--- config.mk ---
export PLATFORM = sky130hd
export DESIGN_NAME = usb_tx_phy
export DESIGN_NICKNAME = d
export VERILOG_FILES = /design/src/rtl/usb_tx_phy.sv
export SDC_FILE = /design/constraint.sdc
export NUM_CORES = 1
export LEC_CHECK = 0
export ABC_AREA = 1
export CORE_ASPECT_RATIO = 1.75
export CORE_UTILIZATION = 35
export CTS_BUF_LIST = sky130_fd_sc_hd__clkbuf_2 sky130_fd_sc_hd__clkbuf_4 sky130_fd_sc_hd__clkbuf_8
export CTS_CLUSTER_DIAMETER = 150
export DETAILED_ROUTE_END_ITERATION = 10
export HOLD_SLACK_MARGIN = 0.02
export SLEW_MARGIN = 20
export SYNTH_ARGS = -nofsm -noshare
export SYNTH_HDL_FRONTEND = slang
export SYNTH_SLANG_ARGS = --single-unit
--- constraint.sdc ---
create_clock -name clk -period 1.5 [get_ports clk]
set_input_delay 0.3 -clock clk [delete_from_list [all_inputs] [get_ports clk]]
set_output_delay 0.3 -clock clk [all_outputs]
set_load 0.03 [all_outputs]
--- src/rtl/usb_tx_phy.sv ---
// usb_tx_phy: full-speed USB transmit front end (SYNC/EOP framing, bit stuffing, NRZI, pad encoding).
// Optional packet abort on TxValid_i loss is built when USB_TX_ABORT_EN is defined.
module usb_tx_phy #(
    parameter int CLK_DIV = 4
) (
    input  logic       clk,
    input  logic       rst,
    input  logic       phy_tx_mode,
    input  logic [7:0] DataOut_i,
    input  logic       TxValid_i,
    output logic       TxReady_o,
    output logic       txdp,
    output logic       txdn,
    output logic       txoe
);

    localparam int CW = $clog2(CLK_DIV);
    localparam logic [CW-1:0] LAST = CW'(CLK_DIV - 1);

`ifdef USB_TX_ABORT_EN
    typedef enum logic [2:0] {IDLE, SYNC, DATA, EOP1, EOP2, EOP3, ABORT} stateT;
`else
    typedef enum logic [2:0] {IDLE, SYNC, DATA, EOP1, EOP2, EOP3} stateT;
`endif

    stateT       state, stateNext;
    logic [CW-1:0] bitCnt;
    logic [7:0]  sr, srNext;
    logic [2:0]  bitIdx, idxNext;
    logic [2:0]  onesCnt, onesNext;
    logic        line, lineNext;
    logic        se0, se0Next;
    logic        oeNext;
    logic        launch, launchBit;
    logic        strobe, stuffDue, boundary, abortNow;

    assign strobe   = bitCnt == LAST;
    assign stuffDue = onesCnt == 3'd6;
    assign boundary = (state == SYNC || state == DATA) && bitIdx == 3'd0 && !stuffDue;

`ifdef USB_TX_ABORT_EN
    logic tvPrev, rdyPrev, abortPend;
    assign abortNow = abortPend || (state == DATA && tvPrev && !TxValid_i && !rdyPrev);

    // track TxValid_i falling mid-byte; a fall right after a TxReady_o pulse is a normal packet end
    always_ff @(posedge clk) begin
        if (rst) begin
            tvPrev    <= 1'b0;
            rdyPrev   <= 1'b0;
            abortPend <= 1'b0;
        end else begin
            tvPrev    <= TxValid_i;
            rdyPrev   <= TxReady_o;
            abortPend <= state == DATA && !strobe && abortNow;
        end
    end
`else
    assign abortNow = 1'b0;
`endif

    assign TxReady_o = strobe && boundary && TxValid_i && !abortNow;
    assign txdp      = line & ~se0;
    assign txdn      = phy_tx_mode ? (~line & ~se0) : se0;

    // state register, bit-time counter and launched line state
    always_ff @(posedge clk) begin
        if (rst) begin
            state   <= IDLE;
            bitCnt  <= '0;
            sr      <= '0;
            bitIdx  <= '0;
            onesCnt <= '0;
            line    <= 1'b1;
            se0     <= 1'b0;
            txoe    <= 1'b1;
        end else begin
            state   <= stateNext;
            bitCnt  <= strobe ? '0 : bitCnt + CW'(1);
            sr      <= srNext;
            bitIdx  <= idxNext;
            onesCnt <= onesNext;
            line    <= lineNext;
            se0     <= se0Next;
            txoe    <= oeNext;
        end
    end

    // next state and the bit launched on each strobe edge (a launched 0 toggles the line)
    always_comb begin
        stateNext = state;
        srNext    = sr;
        idxNext   = bitIdx;
        onesNext  = onesCnt;
        lineNext  = line;
        se0Next   = se0;
        oeNext    = txoe;
        launch    = 1'b0;
        launchBit = 1'b0;
        if (strobe) begin
            case (state)
                IDLE: if (TxValid_i) begin
                    stateNext = SYNC;
                    srNext    = 8'h40;
                    idxNext   = 3'd1;
                    oeNext    = 1'b0;
                    launch    = 1'b1;
                end
                SYNC, DATA: begin
                    if (abortNow) begin
`ifdef USB_TX_ABORT_EN
                        stateNext = ABORT;
                        idxNext   = 3'd1;
                        onesNext  = 3'd0;
`endif
                    end else if (stuffDue) begin
                        launch = 1'b1;
                    end else if (bitIdx == 3'd0) begin
                        if (TxValid_i) begin
                            stateNext = DATA;
                            srNext    = {1'b0, DataOut_i[7:1]};
                            idxNext   = 3'd1;
                            launch    = 1'b1;
                            launchBit = DataOut_i[0];
                        end else begin
                            stateNext = EOP1;
                            se0Next   = 1'b1;
                        end
                    end else begin
                        srNext    = sr >> 1;
                        idxNext   = bitIdx + 3'd1;
                        launch    = 1'b1;
                        launchBit = sr[0];
                    end
                end
                EOP1: stateNext = EOP2;
                EOP2: begin
                    stateNext = EOP3;
                    se0Next   = 1'b0;
                    lineNext  = 1'b1;
                end
                EOP3: begin
                    stateNext = IDLE;
                    oeNext    = 1'b1;
                end
`ifdef USB_TX_ABORT_EN
                ABORT: if (bitIdx == 3'd0) begin
                    stateNext = EOP1;
                    se0Next   = 1'b1;
                end else begin
                    idxNext = bitIdx + 3'd1;
                end
`endif
                default: stateNext = IDLE;
            endcase
        end
        if (launch) begin
            lineNext = launchBit ? line : ~line;
            onesNext = launchBit ? onesCnt + 3'd1 : 3'd0;
        end
    end

endmodule
==> summary.txt, run 1 <==
Detailed routing
  • Starting DRT DRC Count: 22
  • Wirelength per Cell: 12.10 um
  • Number of vias per cell: 4.905
  • Pre-antenna DRT Iters: 4
  • Final wirelength: 3.194 mm
  • Routed Antenna Nets: 0
  • Vias after detailed routing: 1,295
  • DRC: 0

Timing
  • RSZ-0062 raised after global routing: true
  • Tmin final: 1705 ps
  • Fin Hold WS: 488.6 ps
  • Worst-Margin Slew: 300.5 ps
  • Fin. Hold Viols: 0
  • Clock skew after layout: 2.243 ps
  • Max Clk Rate: 586.7 MHz
  • Fin. max-slew vios: 0
  • Slew margin rel.: 80.04%
  • Setup ws final: -204.5 ps
  • Final setup fails: 1
  • Final worst-path cycle share: 113.6%

Logic synthesis
  • Yosys reg bits: 21
  • Syn Nets: 191
  • Synthesized cell area: 1200 um2
  • Yosys cell types: 25
  • Top-area cell type share of the netlist area: 35.04%
  • Asr flop ratio synth: 0%
  • Mapped Cells: 173
  • Yosys warns: 0
  • Sequential share of the synthesized area: 35.04%
  • Syn avg cell area: 6.936 um2
  • Top cell type by total area after synthesis: dfxtp_1
  • Synth Area in Compound Gates: 10.64%
  • Xor/xnor cell area share of the yosys netlist: 0.7299%
  • Top post-synthesis cells by area: dfxtp_1 35%, nand2_1 13%, nand3_1 7.9%, nor2_1 7.8%, ha_1 6.3%
  • Main combinational cell family by area after synthesis: simple AND/OR/NAND/NOR gates
  • Ys flop type: dfxtp_1
  • Post-synthesis adder-cell area fraction: 6.257%
  • Post-synthesis simple-gate area fraction: 41.08%
  • Count leader, synth: nand2_1
  • Post-synthesis mux area share: 0%
  • EDFF count, synth: 0
  • Commonest cells post-synth: 42 x nand2_1, 25 x nor2_1, 21 x dfxtp_1, 19 x nand3_1, 12 x inv_1

Setup path
  • CP max FO: 4
  • Critical path arrival: 1400 ps
  • Worst R2R Start: state[0]
  • Worst Path Required: 1200 ps
  • R2R Path End: sr[6]
  • Crit start category: flip-flop
  • Crit end category: output port
  • R2r worst-path depth: 11
  • Reg-to-reg slack, setup: 20 ps
  • Critical path class: flip-flop to output port

Global route
  • GRT Total Usage: 20.04%
  • Initial antenna violation count: 0
  • Largest net degree at the start of global routing: 16
  • Global-route wire length before repair: 5.457 mm
  • Vias in the first global route: 1,328
  • Grt total ovfl: 0

Floorplan
  • I/O pin count: 16
  • Die W: 46.26 um
  • Die Ht: 79.46 um
  • Die area: 3676 um2
  • Core Area: 3209 um2
  • Initial Util: 37.39%
  • Num rows: 27

Power and ir drop
  • NetSw: 0.3167 mW
  • Max VDD drop: 0.4180 mV
  • Part of the power in combinational logic: 17.8%
  • Leak pwr: 0.8315 nW
  • Sequential power share: 49.6%
  • Net Sw Frac: 26.95%
  • Clock Power Share: 32.6%
  • P_int: 0.8586 mW
  • Pwr dens: 647.8 nW/um2

Final layout
  • Area growth from synthesis to layout: 51.20%
  • ANT cells: 0
  • Share of layout cells above drive strength 1: 36.65%
  • Post-route cell area: 1814 um2
  • Layout Nets: 240

Clock network
  • TritonCTS buffer count: 3
  • Clock sink count: 21
  • Root Buffer: clkbuf_8
  • Worst-Skew Late Latency: 260 ps
  • CTS tree: yes
  • CTS Hold Bufs: 0
  • H-Tree Depth: 1
  • Clock-pin slew on the worst setup and hold paths: 80 ps
  • Clk buf depth: 2

Run status
  • Failing checks: negative setup slack
  • Status: finished with violations

Placement
  • Pre-CTS setup slack: -194.4 ps
  • DP HPWL: 2.418 mm
  • Gpl congestion: 0.7829
  • Placed cell area: 1649 um2
  • IO buf count: 15

Worst hold path
  • Hold WC Path Type: flip-flop to flip-flop
  • Hold Path End: sr[1]
  • Min-delay src: sr[1]
  • Worst hold path depth: 2

Flow run
  • Max cap viols: 0
[worst max-delay path by stage]
stage,from,to,depth (start not counted)
after floorplan,state[0],TxReady_o,8
after global placement,TxValid_i,TxReady_o,6
after detailed placement,TxValid_i,TxReady_o,6
after CTS,state[1],TxReady_o,9
after global routing,state[0],TxReady_o,9
final,state[0],TxReady_o,9
[through the flow]
stage               setup TNS (ps)  std cells  power [mW]  utilization, %
global route                 -1217        264       1.231           56.53
global placement             -1465        254      0.7882           51.38
CTS                         -289.2        263       1.177           55.75
floorplan                   -82.09        173      0.7004               -
detailed placement           -1565        254      0.7934           51.38
finish                      -204.5        264       1.175           56.53
[power by group through the flow]
stage               sequential, mW  clock, mW  combinational [mW]
finish                       0.583      0.383               0.209
CTS                          0.582      0.390               0.205
detailed placement           0.597          0               0.196
global placement             0.596          0               0.192
floorplan                    0.599          0               0.102
global route                 0.585      0.415               0.231
[per-layer routing]
layer  vias up  share of wire (%)  GRT usage [%]
met2        31                 56          36.34
li1        660                  -              -
met4         0                2.2          10.00
met3         9                3.1          2.262
met5         -                  0              0
met1       595                 38          21.19
[cells by family after synthesis]
kind of cell | Yosys count
and+or+nand+nor | 106
xor gates and xnor gates | 1
AOI/OAI and AO/OA | 22
buffers and inverters | 17
adders and majority gates | 6
DFF | 21
[critical path: stages, from the launching register on]
cell     delay [ps]
dfxtp_4         390
nand2_4          80
nand2_4          70
nor2_4           40
nand2_4          70
inv_4            40
nor2_4           70
nand3_2          90
nor3_4          120
buf_6           150
[cell type report]
class | count | area [um2]
fill | 302 | 1395
multi-input combinational | 135 | 822.0
sequential | 21 | 434.2
timing repair buffer | 48 | 406.6
tap | 43 | 53.80
inverter | 13 | 51.30
clock buffer | 3 | 41.29
clock inverter | 1 | 5.005
[repair_timing]
item | CTS | global route
endpoints found under the hold margin | 0 | 0
pin swaps | 14 | 8
buffers inserted | 6 | 2
gates resized for setup | 17 | 13
setup endpoints to repair | 6 | 19
[cell usage in the layout (no fill, tap or decap), types with 2 or more instances in the layout]
| cell | netlist | routed |
|---|---|---|
| nand2_4 | 1 | 6 |
| o21ai_1 | 0 | 3 |
| dfxtp_2 | 0 | 5 |
| nor2_1 | 25 | 21 |
| nand2_1 | 42 | 34 |
| ha_4 | 0 | 2 |
| inv_2 | 1 | 6 |
| buf_4 | 1 | 32 |
| a21oi_1 | 9 | 8 |
| inv_1 | 12 | 6 |
| buf_6 | 1 | 2 |
| dfxtp_1 | 21 | 14 |
| nor2_2 | 4 | 5 |
| dfxtp_4 | 0 | 2 |
| or2_0 | 2 | 2 |
| ha_1 | 6 | 4 |
| o21ai_0 | 6 | 3 |
| clkdlybuf4s50_1 | 0 | 11 |
| nand4_1 | 4 | 4 |
| a21boi_0 | 6 | 6 |
| clkbuf_8 | 0 | 3 |
| nand2_2 | 2 | 5 |
| nand3_1 | 19 | 19 |
| nor2_4 | 2 | 5 |
[flip-flops by register name (all words and copies together), names as in the netlist]
name     count
bitCnt       2
sr           7
txoe         1
line         1
se0          1
onesCnt      3
bitIdx       3
state        3
Note: power is estimated with default switching activity, not from simulation.
==> run 2: changes to the inputs <==
SLEW_MARGIN = unset   (was 20)
==> results of run 2 <==
The final DEF is identical to that of run 1; final timing and power are the same.
==> run 3: changes to the inputs <==
CAP_MARGIN = 20   (was unset)
SLEW_MARGIN = 20   (was unset)
==> results of run 3 <==
The final DEF is identical to that of run 1; final timing and power are the same.
